## src/rtl/axi_mem_port_arbiter_pkg.sv

```systemverilog
// Shared types for the AXI memory-port arbiter: requester priority and the SRAM request bundle.
package axi_mem_arb_pkg;

    localparam int unsigned DEF_MEM_ADDR_WIDTH = 13;
    localparam int unsigned DEF_DATA_WIDTH     = 64;
    localparam int unsigned DEF_NUMBYTES       = DEF_DATA_WIDTH / 8;

    typedef enum logic {
        PRIO_RD = 1'b0,
        PRIO_WR = 1'b1
    } arb_prio_t;

    typedef struct packed {
        logic                          cen;
        logic                          wen;
        logic [DEF_MEM_ADDR_WIDTH-1:0] a;
        logic [DEF_DATA_WIDTH-1:0]     d;
        logic [DEF_NUMBYTES-1:0]       be;
    } mem_req_t;

endpackage

```

## src/rtl/axi_mem_port_arbiter_if.sv

```systemverilog
// Bundle of the read requester, write requester and SRAM port seen by the arbiter.
interface axi_mem_port_arbiter_if
    import axi_mem_arb_pkg::*;
#(
    parameter int unsigned MEM_ADDR_WIDTH = DEF_MEM_ADDR_WIDTH,
    parameter int unsigned DATA_WIDTH     = DEF_DATA_WIDTH,
    parameter int unsigned NUMBYTES       = DATA_WIDTH / 8
);
    logic                      rd_valid_i;
    logic                      rd_grant_o;
    logic                      rd_cen_i;
    logic                      rd_wen_i;
    logic [MEM_ADDR_WIDTH-1:0] rd_a_i;
    logic [DATA_WIDTH-1:0]     rd_d_i;
    logic [NUMBYTES-1:0]       rd_be_i;
    logic [DATA_WIDTH-1:0]     rd_q_o;
    logic                      rd_rvalid_o;

    logic                      wr_valid_i;
    logic                      wr_grant_o;
    logic                      wr_cen_i;
    logic                      wr_wen_i;
    logic [MEM_ADDR_WIDTH-1:0] wr_a_i;
    logic [DATA_WIDTH-1:0]     wr_d_i;
    logic [NUMBYTES-1:0]       wr_be_i;
    logic [DATA_WIDTH-1:0]     wr_q_o;

    logic                      mem_cen_o;
    logic                      mem_wen_o;
    logic [MEM_ADDR_WIDTH-1:0] mem_a_o;
    logic [DATA_WIDTH-1:0]     mem_d_o;
    logic [NUMBYTES-1:0]       mem_be_o;
    logic [DATA_WIDTH-1:0]     mem_q_i;

    modport slave (
        input  rd_valid_i, rd_cen_i, rd_wen_i, rd_a_i, rd_d_i, rd_be_i,
        input  wr_valid_i, wr_cen_i, wr_wen_i, wr_a_i, wr_d_i, wr_be_i,
        input  mem_q_i,
        output rd_grant_o, rd_q_o, rd_rvalid_o, wr_grant_o, wr_q_o,
        output mem_cen_o, mem_wen_o, mem_a_o, mem_d_o, mem_be_o
    );

    modport master (
        output rd_valid_i, rd_cen_i, rd_wen_i, rd_a_i, rd_d_i, rd_be_i,
        output wr_valid_i, wr_cen_i, wr_wen_i, wr_a_i, wr_d_i, wr_be_i,
        output mem_q_i,
        input  rd_grant_o, rd_q_o, rd_rvalid_o, wr_grant_o, wr_q_o,
        input  mem_cen_o, mem_wen_o, mem_a_o, mem_d_o, mem_be_o
    );

endinterface

```

## src/rtl/axi_mem_port_arbiter_mux.sv

```systemverilog
// Combinational two-way SRAM request mux; with no selection the port idles on the read-side fields.
module axi_mem_port_mux
    import axi_mem_arb_pkg::*;
(
    input  logic     rd_sel,
    input  logic     wr_sel,
    input  mem_req_t rd_req,
    input  mem_req_t wr_req,
    output mem_req_t mem_req
);

    // Route the winner; idle keeps the address/data lines quiet on the read side.
    always_comb begin
        mem_req = rd_req;
        if (wr_sel) begin
            mem_req = wr_req;
        end else if (rd_sel) begin
            mem_req = rd_req;
        end else begin
            mem_req.cen = 1'b1;
            mem_req.wen = 1'b1;
        end
    end

endmodule

```

## src/rtl/axi_mem_port_arbiter.sv

```systemverilog
// Round-robin arbiter sharing one SRAM port between AXI read and write controllers.
// Burst hold window is enabled by defining AXI_MEM_ARB_HOLD_EN; otherwise contested grants strictly alternate.
module axi_mem_port_arbiter
    import axi_mem_arb_pkg::*;
#(
    parameter int unsigned MEM_ADDR_WIDTH = DEF_MEM_ADDR_WIDTH,
    parameter int unsigned DATA_WIDTH     = DEF_DATA_WIDTH,
    parameter int unsigned NUMBYTES       = DATA_WIDTH / 8,
    parameter int unsigned MAX_HOLD       = 4
) (
    input  logic                   clk,
    input  logic                   rst_n,
    axi_mem_port_arbiter_if.slave  bus
);

    // The request bundle type is fixed to the package widths.
    if ((MEM_ADDR_WIDTH != DEF_MEM_ADDR_WIDTH) || (DATA_WIDTH != DEF_DATA_WIDTH) ||
        (NUMBYTES != DEF_NUMBYTES) || (MAX_HOLD < 32'd1)) begin : g_bad_cfg
        $error("axi_mem_port_arbiter: unsupported parameter set");
    end

    mem_req_t  rd_req_s;
    mem_req_t  wr_req_s;
    mem_req_t  mem_req_s;
    arb_prio_t prio_r;
    arb_prio_t prio_nxt_s;
    arb_prio_t win_prio_s;
    arb_prio_t other_prio_s;
    logic      rd_win_s;
    logic      wr_win_s;
    logic      other_valid_s;
    logic      rd_rvalid_r;

`ifdef AXI_MEM_ARB_HOLD_EN
    localparam int unsigned HOLD_W = $clog2(MAX_HOLD + 1);
    logic [HOLD_W-1:0] hold_cnt_r;
    logic [HOLD_W-1:0] hold_cnt_nxt_s;
`endif

    assign rd_req_s      = {bus.rd_cen_i, bus.rd_wen_i, bus.rd_a_i, bus.rd_d_i, bus.rd_be_i};
    assign wr_req_s      = {bus.wr_cen_i, bus.wr_wen_i, bus.wr_a_i, bus.wr_d_i, bus.wr_be_i};
    assign win_prio_s    = wr_win_s ? PRIO_WR : PRIO_RD;
    assign other_prio_s  = (prio_r == PRIO_RD) ? PRIO_WR : PRIO_RD;
    assign other_valid_s = rd_win_s ? bus.wr_valid_i : bus.rd_valid_i;

    // State register: priority holder, hold counter and read-data strobe.
    always_ff @(posedge clk or negedge rst_n) begin
        if (!rst_n) begin
            prio_r      <= PRIO_RD;
`ifdef AXI_MEM_ARB_HOLD_EN
            hold_cnt_r  <= '0;
`endif
            rd_rvalid_r <= 1'b0;
        end else begin
            prio_r      <= prio_nxt_s;
`ifdef AXI_MEM_ARB_HOLD_EN
            hold_cnt_r  <= hold_cnt_nxt_s;
`endif
            rd_rvalid_r <= rd_win_s & ~bus.rd_cen_i & bus.rd_wen_i;
        end
    end

    // Next-state: hand priority over once the holder has used its contested window.
    always_comb begin
        prio_nxt_s = prio_r;
`ifdef AXI_MEM_ARB_HOLD_EN
        hold_cnt_nxt_s = hold_cnt_r;
`endif
        if (rd_win_s | wr_win_s) begin
            if (win_prio_s != prio_r) begin
                prio_nxt_s = win_prio_s;
`ifdef AXI_MEM_ARB_HOLD_EN
                hold_cnt_nxt_s = '0;
`endif
            end else if (!other_valid_s) begin
                prio_nxt_s = prio_r;
`ifdef AXI_MEM_ARB_HOLD_EN
                hold_cnt_nxt_s = '0;
            end else if (hold_cnt_r == HOLD_W'(MAX_HOLD - 32'd1)) begin
                prio_nxt_s     = other_prio_s;
                hold_cnt_nxt_s = '0;
            end else begin
                hold_cnt_nxt_s = hold_cnt_r + HOLD_W'(1);
            end
`else
            end else begin
                prio_nxt_s = other_prio_s;
            end
`endif
        end else begin
            prio_nxt_s = prio_r;
        end
    end

    // Output decode: the priority holder wins when valid, else the other requester.
    always_comb begin
        rd_win_s = 1'b0;
        wr_win_s = 1'b0;
        case (prio_r)
            PRIO_RD: begin
                if (bus.rd_valid_i) begin
                    rd_win_s = 1'b1;
                end else if (bus.wr_valid_i) begin
                    wr_win_s = 1'b1;
                end else begin
                    rd_win_s = 1'b0;
                end
            end
            PRIO_WR: begin
                if (bus.wr_valid_i) begin
                    wr_win_s = 1'b1;
                end else if (bus.rd_valid_i) begin
                    rd_win_s = 1'b1;
                end else begin
                    wr_win_s = 1'b0;
                end
            end
            default: begin
                rd_win_s = 1'b0;
                wr_win_s = 1'b0;
            end
        endcase
    end

    axi_mem_port_mux u_mux (
        .rd_sel  (rd_win_s),
        .wr_sel  (wr_win_s),
        .rd_req  (rd_req_s),
        .wr_req  (wr_req_s),
        .mem_req (mem_req_s)
    );

    assign bus.rd_grant_o  = rd_win_s;
    assign bus.wr_grant_o  = wr_win_s;
    assign bus.mem_cen_o   = mem_req_s.cen;
    assign bus.mem_wen_o   = mem_req_s.wen;
    assign bus.mem_a_o     = mem_req_s.a;
    assign bus.mem_d_o     = mem_req_s.d;
    assign bus.mem_be_o    = mem_req_s.be;
    assign bus.rd_q_o      = bus.mem_q_i;
    assign bus.wr_q_o      = bus.mem_q_i;
    assign bus.rd_rvalid_o = rd_rvalid_r;

endmodule
```

## src/flat_wrapper.sv

```systemverilog
// flat-port wrapper written by rule: the top's interface ports become plain ports
module axi_mem_port_arbiter_flat import axi_mem_arb_pkg::*;
#(
    parameter int unsigned MEM_ADDR_WIDTH = DEF_MEM_ADDR_WIDTH,
    parameter int unsigned DATA_WIDTH     = DEF_DATA_WIDTH,
    parameter int unsigned NUMBYTES       = DATA_WIDTH / 8,
    parameter int unsigned MAX_HOLD       = 4
)
  (clk, rst_n, bus_rd_valid_i, bus_rd_cen_i, bus_rd_wen_i, bus_rd_a_i, bus_rd_d_i, bus_rd_be_i, bus_wr_valid_i, bus_wr_cen_i, bus_wr_wen_i, bus_wr_a_i, bus_wr_d_i, bus_wr_be_i, bus_mem_q_i, bus_rd_grant_o, bus_rd_q_o, bus_rd_rvalid_o, bus_wr_grant_o, bus_wr_q_o, bus_mem_cen_o, bus_mem_wen_o, bus_mem_a_o, bus_mem_d_o, bus_mem_be_o);
  axi_mem_port_arbiter_if #(.MEM_ADDR_WIDTH(MEM_ADDR_WIDTH), .DATA_WIDTH(DATA_WIDTH), .NUMBYTES(NUMBYTES)) bus_i ();
  input  logic clk;
  input  logic rst_n;
  input wire logic [$bits(bus_i.rd_valid_i)-1:0] bus_rd_valid_i;
  input wire logic [$bits(bus_i.rd_cen_i)-1:0] bus_rd_cen_i;
  input wire logic [$bits(bus_i.rd_wen_i)-1:0] bus_rd_wen_i;
  input wire logic [$bits(bus_i.rd_a_i)-1:0] bus_rd_a_i;
  input wire logic [$bits(bus_i.rd_d_i)-1:0] bus_rd_d_i;
  input wire logic [$bits(bus_i.rd_be_i)-1:0] bus_rd_be_i;
  input wire logic [$bits(bus_i.wr_valid_i)-1:0] bus_wr_valid_i;
  input wire logic [$bits(bus_i.wr_cen_i)-1:0] bus_wr_cen_i;
  input wire logic [$bits(bus_i.wr_wen_i)-1:0] bus_wr_wen_i;
  input wire logic [$bits(bus_i.wr_a_i)-1:0] bus_wr_a_i;
  input wire logic [$bits(bus_i.wr_d_i)-1:0] bus_wr_d_i;
  input wire logic [$bits(bus_i.wr_be_i)-1:0] bus_wr_be_i;
  input wire logic [$bits(bus_i.mem_q_i)-1:0] bus_mem_q_i;
  output wire logic [$bits(bus_i.rd_grant_o)-1:0] bus_rd_grant_o;
  output wire logic [$bits(bus_i.rd_q_o)-1:0] bus_rd_q_o;
  output wire logic [$bits(bus_i.rd_rvalid_o)-1:0] bus_rd_rvalid_o;
  output wire logic [$bits(bus_i.wr_grant_o)-1:0] bus_wr_grant_o;
  output wire logic [$bits(bus_i.wr_q_o)-1:0] bus_wr_q_o;
  output wire logic [$bits(bus_i.mem_cen_o)-1:0] bus_mem_cen_o;
  output wire logic [$bits(bus_i.mem_wen_o)-1:0] bus_mem_wen_o;
  output wire logic [$bits(bus_i.mem_a_o)-1:0] bus_mem_a_o;
  output wire logic [$bits(bus_i.mem_d_o)-1:0] bus_mem_d_o;
  output wire logic [$bits(bus_i.mem_be_o)-1:0] bus_mem_be_o;
  assign bus_i.rd_valid_i = bus_rd_valid_i;
  assign bus_i.rd_cen_i = bus_rd_cen_i;
  assign bus_i.rd_wen_i = bus_rd_wen_i;
  assign bus_i.rd_a_i = bus_rd_a_i;
  assign bus_i.rd_d_i = bus_rd_d_i;
  assign bus_i.rd_be_i = bus_rd_be_i;
  assign bus_i.wr_valid_i = bus_wr_valid_i;
  assign bus_i.wr_cen_i = bus_wr_cen_i;
  assign bus_i.wr_wen_i = bus_wr_wen_i;
  assign bus_i.wr_a_i = bus_wr_a_i;
  assign bus_i.wr_d_i = bus_wr_d_i;
  assign bus_i.wr_be_i = bus_wr_be_i;
  assign bus_i.mem_q_i = bus_mem_q_i;
  assign bus_rd_grant_o = bus_i.rd_grant_o;
  assign bus_rd_q_o = bus_i.rd_q_o;
  assign bus_rd_rvalid_o = bus_i.rd_rvalid_o;
  assign bus_wr_grant_o = bus_i.wr_grant_o;
  assign bus_wr_q_o = bus_i.wr_q_o;
  assign bus_mem_cen_o = bus_i.mem_cen_o;
  assign bus_mem_wen_o = bus_i.mem_wen_o;
  assign bus_mem_a_o = bus_i.mem_a_o;
  assign bus_mem_d_o = bus_i.mem_d_o;
  assign bus_mem_be_o = bus_i.mem_be_o;
  axi_mem_port_arbiter #(.MEM_ADDR_WIDTH(MEM_ADDR_WIDTH), .DATA_WIDTH(DATA_WIDTH), .NUMBYTES(NUMBYTES), .MAX_HOLD(MAX_HOLD)) u_core (.clk(clk), .rst_n(rst_n), .bus(bus_i));
endmodule
```

## config.mk

```make
export PLATFORM = sky130hd
export DESIGN_NAME = axi_mem_port_arbiter_flat
export DESIGN_NICKNAME = d
export VERILOG_FILES = /design/src/rtl/axi_mem_port_arbiter_pkg.sv /design/src/rtl/axi_mem_port_arbiter_if.sv /design/src/rtl/axi_mem_port_arbiter_mux.sv /design/src/rtl/axi_mem_port_arbiter.sv /design/src/flat_wrapper.sv
export SDC_FILE = /design/constraint.sdc
export NUM_CORES = 1
export LEC_CHECK = 0
export ABC_AREA = 1
export CORE_AREA = 2 2 179 181
export DETAILED_ROUTE_END_ITERATION = 7
export DIE_AREA = 0 0 181 183
export PLACE_DENSITY_LB_ADDON = 0.25
export REMOVE_ABC_BUFFERS = 1
export SETUP_SLACK_MARGIN = 0.15
export SLEW_MARGIN = 10
export SYNTH_ARGS = -nofsm -noshare
export SYNTH_HDL_FRONTEND = slang
export SYNTH_SLANG_ARGS = --single-unit
```

## constraint.sdc

```tcl
create_clock -name clk -period 1.1 [get_ports clk]
set_input_delay 0.11 -clock clk [delete_from_list [all_inputs] [get_ports clk]]
set_output_delay 0.11 -clock clk [all_outputs]
set_load 0.01 [all_outputs]
```

**Word level (Yosys, flattened, before mapping)**

Index checks and enable logic that the tools add are counted.
Widths: inputs -> output; s select.

- Bitwise gates (word level): 5
- Multiplexer cells: 13
- Reductions and logical operators: 2
- Equal/unequal tests: 1

Operator list:

| operator | number |
|---|---|
| $mux 87 | 1 |
| $mux 1 | 9 |
| $pmux 1 s2 | 2 |
| $and 1x1->1 | 2 |
| $mux 2 | 1 |
| $not 1->1 | 2 |
| $reduce_and 2->1 | 1 |
| $reduce_bool 2->1 | 1 |
| $ne 1x1->1 | 1 |
| $or 1x1->1 | 1 |

- Register bits after elaboration: 2
- Output and inout port bits: 218
- Word-level logic and storage cells: 23

**Depth between registers and ports, before layout**

Gate-level depths: netlist of run 1.

- Depth after elaboration: 7
- Gate-level depth with buffers: 7

**By module**

Synthesis of run 1 repeated with hierarchy kept, for this count alone.

- Cells, all modules: 425
- Area, all modules: 2184.6 um^2

Modules (own cells, without submodules):

| module | area each (um^2) | instances | cells an instance |
|---|---|---|---|
| axi_mem_port_mux | 1128.6 | 1 | 285 |
| axi_mem_port_arbiter | 1056.0 | 1 | 140 |

**Worst setup path before layout of run 1**

OpenSTA, ideal clock, no wires.

- Path kind: reg2out
- Start point: register u_core.prio_r
- End point: output bus_mem_a_o[0]
- Required time: 0.990 ns
- Setup slack: -0.057 ns
- Arrival time: 1.047 ns
- Cell stages (with the launch flop): 8
- Cells stage by stage: dfrtp_1 -> inv_1 -> nand2_1 -> nand2_1 -> buf_4 -> buf_4 -> nand2_1 -> nand2_1

- Cells in the longest elaborated chain, start to end: 3

RTL lines:

| item | line | RTL |
|---|---|---|
| from (decl) | axi_mem_port_arbiter.sv:25 | `arb_prio_t prio_r;` |
| from (signal assigned) | axi_mem_port_arbiter.sv:55 | `prio_r <= prio_nxt_s;` |
| $not 1->1 | -- |  |
| $pmux 1 s2 * | axi_mem_port_arbiter.sv:99 | `case (prio_r)` |
| $mux 87 * | axi_mem_port_arbiter_mux.sv:15 | `if (wr_sel) begin` |
| to (decl) | flat_wrapper.sv:33 | `output wire logic [$bits(bus_i.mem_a_o)-1:0] bus_mem_a_o;` |

Mark *: on every way between the ends. The rest lies on a longest branch, timed or not.

**Worst setup path in the final report of run 1**

- Start point: register u_core.prio_r
- End point: register u_core.prio_r

- Cells in the longest elaborated chain, start to end: 6

RTL lines:

| item | line | RTL |
|---|---|---|
| $not 1->1 | -- |  |
| $pmux 1 s2 | axi_mem_port_arbiter.sv:99 |  |
| $mux 1 | axi_mem_port_arbiter.sv:42 | `assign win_prio_s = wr_win_s ? PRIO_WR : PRIO_RD;` |
| $ne 1x1->1 | axi_mem_port_arbiter.sv:70 | `if (win_prio_s != prio_r) begin` |
| $reduce_bool 2->1 (no line) | -- |  |
| $reduce_and 2->1 (no line) | -- |  |

Parallel ways exist; a longest one is shown, timed or not. The select of a mux whose other input is x is not followed.
A chain may end at the register's enable or synchronous reset.

==> results of run 1 <==
## what timing repair did
item                                    CTS  global route
resized for setup                       497           128
hold buffers                              0             0
buffers inserted                         40             3
pin swaps                                23            45
gates cloned                             14             0
endpoints found under the setup margin   91            91
## cell usage after synthesis
library cell | instances | area share [%]
inv_1 | 4 | 0.69
buf_2 | 11 | 2.5
dfrtp_1 | 2 | 2.3
o21ai_0 | 1 | 0.23
nand2_1 | 267 | 46
nand2_2 | 1 | 0.29
buf_4 | 135 | 47
nor2_1 | 1 | 0.17
a21oi_1 | 1 | 0.23
nand3_1 | 1 | 0.23
## area by class of cell
type / instances / area [um^2]
Antenna cell: 1 / 2.502
Fill cell: 3589 / 25410
Tap cell: 402 / 503.0
Clock buffer: 3 / 75.07
Multi-Input combinational cell: 272 / 1570
Sequential cell: 2 / 51.30
Inverter: 4 / 15.01
Timing Repair Buffer: 336 / 3600
## registers in the layout (all words and copies together), names as in the netlist
name,count
u_core.bus.rd_rvalid_o,1
u_core.prio_r,1
## how the worst max path moves through the flow
stage	slack, ns	to	cells past startpoint
3_5_place_dp	-0.91	bus_mem_d_o[7]	7
2_1_floorplan	-1.07	bus_mem_a_o[0]	5
4_1_cts	-0.60	u_core.prio_r$_DFFE_PN0P_	12
3_3_place_gp	-0.93	bus_mem_d_o[7]	7
6_report	-0.61	u_core.prio_r$_DFFE_PN0P_	13
5_1_grt	-0.67	bus_mem_d_o[31]	9
## layer usage
layer	up-vias	track usage, %	routed length [um]
li1	1524	-	-
met1	1471	12.64	7932
met2	392	25.49	12550
met3	18	17.06	6177
met4	8	1.106	204
met5	-	9.778	418
## power by group
group,switching (uW),internal [uW],total [uW]
Sequential,8.04,82.2,90.3
Combinational,1380,2020,3400
Clock,82.1,462,545
Total,1470,2560,4030
## metrics by stage
step	area (um^2)	hold WS (ns)
final	5817	0.05675
after global routing	5814	0.06268
after CTS	5278	0.05470
after detailed placement	4420	0.2201
after global placement	4420	0.2201
after floorplan	1092	-0.1856
## cells by family (layout without fill, tap and decap cells)
| group | Yosys count | after routing |
|---|---|---|
| AOI/OAI and AO/OA | 2 | 2 |
| buffers and inverters | 150 | 343 |
| DFF | 2 | 2 |
| other | 0 | 1 |
| and+or+nand+nor | 270 | 270 |
==> impl_metrics.toml, run 1 <==
[clock_tree]
clkTransAtPathRegs_ns = 0.03
clockBufferDepth = 2
htree_levels = 1
root_buffer = "clkbuf_16"
tritoncts = "done"
clock-sinks = 2
cts_buffers = 3
insertion_delay_ns = 0.22

[worst_setup_path]
cpPeakStageDelay_ns = 0.39
cp_cell_sequence = "inv_2, buf_4, buf_6, buf_6, buf_6, buf_4, buf_6, buf_6, buf_6, buf_6, buf_6, nand2_4, o21ai_2"
startpoint_type = "flop"
critPathMostFrequentCell = "buf_6"
cp_slowest_cell = "dfrtp_2"
r2r_setup_slack_ns = -0.61
crit_family = "buffers and inverters"
cp_data_arrival_time_ns = 1.81
crit_type = "reg -> reg"
end_kind = "flop"
startpoint = "u_core.prio_r$_DFFE_PN0P_"
r2r_cells = 13
path_buf_inv = 11
reg2reg_from = "u_core.prio_r$_DFFE_PN0P_"
crit_fanout = 3
required_ns = 1.21
reg2reg_to = "u_core.prio_r$_DFFE_PN0P_"

[synthesis]
postSynthCellCount = 424
synth_area_per_cell_um2 = 5.096
synth_adder_area_share_pct = 0
synth.cell_area_mm2 = 0.002161
ys.warnings.count = 0
synthSimpleGateAreaFrac_pct = 47.08
ys_seq_area_share_pct = 2.316
synth_compound_area_share_pct = 0.4632
synth_seq_cells = 2
ys_types = 10
synth_top_family_by_area = "buffers and inverters"
yosys.area_share.xor_xnor_pct = 0
synth.mux.area_fraction_pct = 0

[layout]
final_cell_mix = "clkdlybuf4s50_1 (175), nand2_1 (148), nand2_2 (74), buf_6 (65), nand2_4 (46)"
drive_gt1_share_pct = 46.52
final_nets = 861
final_cell_count_no_fill = 1020
final_common_cell = "clkdlybuf4s50_1"
syn2layout_area_growth_pct = 169.2
final_util_pct = 18.63

[global_route]
grt.overflow.total = 0
antenna_found_initial = 0
grt_max_degree = 19
grt_pass1_wl_mm = 33.95
grt_pass1_vias = 3377
grt_usage_pct = 15.54

[status]
status = "complete, but fails checks"
violations = "negative setup slack"

[floorplan]
start_util_pct = 6.919
num_rows = 65
core_area_mm2 = 0.03123
die_height_um = 183
die_w_um = 181
fp.dieArea_mm2 = 0.03312
ioPinCount = 460

[routing]
wl_mm = 27.28
drc = 0
drt_iter0_drc = 134
route.detailed.wl_per_inst_um = 26.75
drt_first_pass_iters = 6
final_antenna_net_count = 0
num_vias = 3413
avgViaCountPerCell = 3.346

[power]
power_density_mw_per_mm2 = 692.8
fin_total_pwr_uw = 4030
leakagePower_uw = 0.002760
ir_drop_mv = 0.4195

[timing]
period_share_pct = 155.1
fmax_mhz = 586.2
setup_viol = 90
period_minus_slack_ns = 1.706
maxSlewHeadroom_pct = 84.97
hold_violations = 0
worstMarginPinSlew_ns = 0.2254
finalClockSkew_ns = 0.004701
setup_ws_ns = -0.6060
drv_slew = 0
setup-tns-final_ns = -46.07
rsz0062_at_grt = "yes"

[placement]
place_congestion = 0.9272
hpwl_mm = 21.87
pre_cts_ws_ns = -0.9059
numPortBuffers = 267
place_inst = 959

[flow_run]
max_cap_violations = 0

[hold_path]
hp-class = "in -> async"
No activity file was read; power rests on OpenSTA's default activity.
==> run 2, diff against run 1 <==
--- a/config.mk
+++ b/config.mk
@@ -6,9 +6,10 @@
 export NUM_CORES = 1
 export LEC_CHECK = 0
 export ABC_AREA = 1
-export CORE_AREA = 2 2 179 181
+export CAP_MARGIN = 40
+export CORE_AREA = 3 3 180 182
 export DETAILED_ROUTE_END_ITERATION = 7
-export DIE_AREA = 0 0 181 183
+export DIE_AREA = 0 0 183 185
 export PLACE_DENSITY_LB_ADDON = 0.25
 export REMOVE_ABC_BUFFERS = 1
 export SETUP_SLACK_MARGIN = 0.15
==> run 2 against run 1 <==
The run still ends with negative setup slack left; critical path depth down 4; combinational power decreased by 6.5%; core utilization decreased by 0.45 points; clock-buffer cell count did not move; non-clock buffer count down 11; global-route usage decreased by 3.6 points; via count shrank 4.6%; register-to-register slack improved by 0.54 ns; design area decreased by 3.9%; critical endpoint is now bus_mem_d_o[39]; largest cell class unchanged; highest routed layer unchanged.
==> impl_metrics.toml, run 2 (synthesized netlist as in run 1, its figures left out) <==
[global_route]
grt_pass1_wl_mm = 27.79
grt_max_degree = 46
grt.overflow.total = 0
grt_usage_pct = 11.97
grt_pass1_vias = 3104
antenna_found_initial = 0

[placement]
place_congestion = 0.8350
hpwl_mm = 18.79
numPortBuffers = 267

[layout]
seqCellArea_um2 = 50.05
drive_gt1_share_pct = 44.98
final_util_pct = 18.17
final_nets = 851
final_common_cell = "clkdlybuf4s50_1"
final_cell_mix = "clkdlybuf4s50_1 (175), nand2_1 (151), nand2_2 (79), buf_6 (60), buf_2 (49)"
multi_input_area_mm2 = 0.001574
diodes = 0
syn2layout_area_growth_pct = 158.6
fill_cells = 3515

[clock_tree]
clkTransAtPathRegs_ns = 0.03
cts_buffers = 3
tritoncts = "done"
root_buffer = "clkbuf_16"
holdBufCountCts = 0
htree_levels = 1
clockBufferDepth = 2
clock-sinks = 2
insertion_delay_ns = 0.22

[power]
fin_total_pwr_uw = 3819
leakagePower_uw = 0.002697
power_density_mw_per_mm2 = 683.4
ir_drop_mv = 0.4170

[timing]
fmax_mhz = 593.0
period_minus_slack_ns = 1.686
period_share_pct = 153.3
worstMarginPinSlew_ns = 0.3048
setup_viol = 90
drv_slew = 0
hold_violations = 0
finalClockSkew_ns = 0.0007186
rsz0062_at_grt = "yes"
maxSlewHeadroom_pct = 79.68
setup_ws_ns = -0.5863

[status]
violations = "negative setup slack"
status = "complete, but fails checks"

[routing]
drt_first_pass_iters = 4
num_vias = 3256
drc = 0
drt_iter0_drc = 80
final_antenna_net_count = 0
avgViaCountPerCell = 3.246
wl_mm = 23.71
route.detailed.wl_per_inst_um = 23.64

[worst_setup_path]
crit_fanout = 5
required_ns = 0.99
crit_type = "reg -> out"
startpoint_type = "flop"
end_kind = "output port"
cp_data_arrival_time_ns = 1.58

[floorplan]
fp.dieArea_mm2 = 0.03386
core_area_mm2 = 0.03075
ioPinCount = 460
start_util_pct = 7.027
die_height_um = 185
die_w_um = 183
num_rows = 64

[flow_run]
max_cap_violations = 0

[hold_path]
hp-class = "in -> async"
==> run 2: cell types whose count changed in the layout (fill, tap and decap cells not counted), sizes merged <==
cell           change
buf               -19
bufbuf             -1
clkbuf             +9
clkdlybuf4s15      -1
diode              -1
dlymetal6s2s       +1
nand2              +1
==> run 2: layout make-up <==
| class | instances | share of cell area [%] |
|---|---|---|
| clock buffers | 3 | 1.343 |
| inverters | 4 | 0.2687 |
| multi-input cells | 273 | 28.17 |
| flip-flops and latches | 2 | 0.8957 |
| well taps | 396 | 8.867 |
| repair buffers | 325 | 60.46 |
==> run 2: final timing paths <==
| kind | start | end | slack, ns | depth (start not counted) |
|---|---|---|---|---|
| worst min register to register | u_core.prio_r$_DFFE_PN0P_ | u_core.prio_r$_DFFE_PN0P_ | 0.78 | 4 |
| min in group clk | bus_mem_q_i[10] | bus_rd_q_o[10] | 0.22 | 0 |
| worst min-delay path | rst_n | u_core.prio_r$_DFFE_PN0P_ | 0.06 | 1 |
| worst max-delay path | u_core.prio_r$_DFFE_PN0P_ | bus_mem_d_o[39] | -0.59 | 9 |
| max in group asynchronous | rst_n | u_core.bus.rd_rvalid_o$_DFF_PN0_ | 0.92 | 1 |
| worst max register to register | u_core.prio_r$_DFFE_PN0P_ | u_core.bus.rd_rvalid_o$_DFF_PN0_ | -0.07 | 7 |
==> run 2: what timing repair did <==
action	in CTS	in global routing
setup buffers	7	18
resized for setup	210	355
gates cloned	5	12
setup endpoints to repair	91	91
pin swaps	1	40
==> run 2: worst max-delay path, stage by stage (launching register included) <==
cell	delay, ns
dfrtp_1	0.40
buf_6	0.15
nand2_8	0.10
nand2_8	0.09
buf_6	0.15
buf_16	0.12
buf_6	0.11
nand2_2	0.04
nand2_1	0.05
buf_2	0.14
==> run 2: where the power goes <==
| group | total (uW) | switching (uW) | internal (uW) |
|---|---|---|---|
| logic | 3180 | 1340 | 1840 |
| registers | 87.6 | 6.55 | 81.1 |
| clock network | 553 | 89.4 | 463 |
| total | 3820 | 1440 | 2380 |
==> run 2: metrics by stage <==
step | worst slack, ns | cells | TNS, ns | hold WS (ns) | instance area (um^2)
detailed placement | -0.8684 | 958 | -72.83 | 0.2201 | 4463
finish | -0.5863 | 1003 | -41.96 | 0.05582 | 5588
floorplan | -1.075 | 278 | -93.72 | -0.1856 | 1092
CTS | -0.8650 | 973 | -56.50 | 0.05676 | 4722
global placement | -0.8713 | 958 | -72.08 | 0.2201 | 4463
global route | -0.6580 | 1003 | -48.44 | 0.06900 | 5588
==> run 2: layer usage <==
layer / share of wire, % / up-vias / global-route usage, %
li1: - / 1501 / -
met1: 33 / 1392 / 10.93
met2: 41 / 343 / 16.66
met3: 25 / 14 / 15.38
met4: 0.38 / 6 / 0.6094
met5: 1.4 / - / 8.000
==> run 3, diff against run 2 <==
--- a/config.mk
+++ b/config.mk
@@ -13,6 +13,7 @@
 export PLACE_DENSITY_LB_ADDON = 0.25
 export REMOVE_ABC_BUFFERS = 1
 export SETUP_SLACK_MARGIN = 0.15
+export SKIP_CTS_REPAIR_TIMING = 1
 export SLEW_MARGIN = 10
 export SYNTH_ARGS = -nofsm -noshare
 export SYNTH_HDL_FRONTEND = slang
==> run 3 against run 2 <==
Power is 5.0% lower; critical path depth is 1 lower; clock power hardly changed; non-clock buffer count is 12 lower; final cell count is 1.2% lower; sequential share of layout area is 0.058 points higher; the run still ends with negative setup slack left; worst setup slack better by 0.056 ns; global-route usage is 0.50 points lower; core utilization is 0.68 points lower; largest power group unchanged; hold slack hardly changed.
==> impl_metrics.toml, run 3 (synthesized netlist as in run 1, its figures left out) <==
[routing]
final_antenna_net_count = 0
route.detailed.wl_per_inst_um = 24.14
num_vias = 3235
avgViaCountPerCell = 3.264
wl_mm = 23.92
drc = 0
drt_first_pass_iters = 4
drt_iter0_drc = 63

[layout]
diodes = 0
fill_cells = 3525
final_cell_mix = "clkdlybuf4s50_1 (175), nand2_1 (156), nand2_2 (83), buf_6 (47), buf_2 (31)"
final_nets = 839
syn2layout_area_growth_pct = 148.9
final_area_mm2 = 0.005379
final_common_cell = "clkdlybuf4s50_1"
final_util_pct = 17.49
drive_gt1_share_pct = 41.18

[power]
power_density_mw_per_mm2 = 674.2
ir_drop_mv = 0.4184
swShare_pct = 37.98
p_switching_uw = 1377
leakagePower_uw = 0.002656
pwr-share-clk_pct = 15.2
fin_total_pwr_uw = 3626
p_comb_share_pct = 82.3
p_int_uw = 2249
power_frac_seq_pct = 2.5

[timing]
setup_viol = 89
setup_ws_ns = -0.5300
finalClockSkew_ns = 0.001183
period_minus_slack_ns = 1.630
hold_violations = 0
period_share_pct = 148.2
fmax_mhz = 613.5
rsz0062_at_grt = "yes"
drv_slew = 0
worstMarginPinSlew_ns = 0.2278
maxSlewHeadroom_pct = 84.79

[flow_run]
max_cap_violations = 0

[floorplan]
die_w_um = 183
num_rows = 64
ioPinCount = 460
core_area_mm2 = 0.03075
fp.dieArea_mm2 = 0.03386
die_height_um = 185
start_util_pct = 7.027

[global_route]
grt_util_met1_pct = 10.22
grt_usage_pct = 11.47
grt_max_degree = 46
grt_busiest_layer = "met2"
grt_pass1_vias = 2996
grt_use_met3_pct = 15.36
grtUsageMet2_pct = 15.76
antenna_found_initial = 0
grt.overflow.total = 0
grt_pass1_wl_mm = 26.70

[clock_tree]
tritoncts = "done"
clock-sinks = 2
clkTransAtPathRegs_ns = 0.03
root_buffer = "clkbuf_16"
htree_levels = 1
cts_buffers = 3
insertion_delay_ns = 0.22
clockBufferDepth = 2

[worst_setup_path]
end_kind = "output port"
cpPeakStageDelay_ns = 0.42
cp_slowest_cell = "dfrtp_2"
crit_type = "reg -> out"
cp_data_arrival_time_ns = 1.52
required_ns = 0.99
crit_fanout = 7
startpoint_type = "flop"
cp_cell_sequence = "nand2_2, nand2_8, buf_6, buf_6, clkbuf_16, nand2_2, nand2_2, buf_6"

[placement]
numPortBuffers = 267
place_congestion = 0.8350
place_area_mm2 = 0.004463
hpwl_mm = 18.79

[status]
status = "complete, but fails checks"
violations = "negative setup slack"

[hold_path]
hp-class = "in -> async"
run 3: cell count changes in the layout (fill, tap and decap cells not counted), moves of 2 or more:
cell            previous run  this run
buf_2                     49        31
buf_16                     6         1
nand2_4                   35        27
dlygate4sd2_1              2         0
buf_8                      2         5
nand2_2                   79        83
nand2_1                  151       156
dlymetal6s2s_1             1        13
clkbuf_2                   2        12
buf_12                    11         6
clkbuf_16                 10        14
buf_4                     10        12
buf_6                     60        47
run 3: through the flow:
| step | setup TNS (ns) | hold slack (ns) | std cells | worst slack, ns |
|---|---|---|---|---|
| 4_1_cts | -75.64 | 0.05676 | 961 | -0.9119 |
| 3_3_place_gp | -72.08 | 0.2201 | 958 | -0.8713 |
| 3_5_place_dp | -72.83 | 0.2201 | 958 | -0.8684 |
| 5_1_grt | -44.85 | 0.06920 | 991 | -0.5982 |
| 2_1_floorplan | -93.72 | -0.1856 | 278 | -1.075 |
| 6_report | -38.76 | 0.05573 | 991 | -0.5300 |
run 3: power groups by stage:
stage	registers [uW]	logic, uW	clock network [uW]
finish	89.9	2980	552
global route	91.7	3210	567
CTS	87.0	2390	556
detailed placement	87.1	2370	0
global placement	87.9	2390	0
floorplan	86.2	712	0
run 3: cell type report:
type	count	area, um^2	area share (%)
repair buffers	313	3247	60.36
inverters	4	15.01	0.2791
multi-input cells	273	1495	27.80
flip-flops and latches	2	51.30	0.9537
clock buffers	3	75.07	1.396
well taps	396	495.5	9.211
run 3: path summary, 6_finish.rpt:
| check | slack (ns) | start | cells past startpoint | to |
|---|---|---|---|---|
| max reg2reg | 0.01 | u_core.prio_r$_DFFE_PN0P_ | 5 | u_core.bus.rd_rvalid_o$_DFF_PN0_ |
| min in group clk | 0.22 | bus_mem_q_i[28] | 0 | bus_rd_q_o[28] |
| max in group asynchronous | 0.91 | rst_n | 1 | u_core.prio_r$_DFFE_PN0P_ |
| min | 0.06 | rst_n | 1 | u_core.prio_r$_DFFE_PN0P_ |
| max | -0.53 | u_core.prio_r$_DFFE_PN0P_ | 8 | bus_mem_be_o[4] |
| min reg2reg | 0.79 | u_core.prio_r$_DFFE_PN0P_ | 4 | u_core.prio_r$_DFFE_PN0P_ |
run 3: critical path, delay by kind of cell (launching register included):
kind	cells	cell delay [ns]
buf+inv	4	0.54
flops	1	0.42
simple gates	4	0.32
run 3: per-layer routing:
metal / routed length, um / vias to the layer above / part of all wire, %
met5: 341 / - / 1.4
met4: 145 / 6 / 0.61
met3: 6020 / 19 / 25
met2: 10000 / 360 / 42
met1: 7412 / 1376 / 31
li1: - / 1474 / -
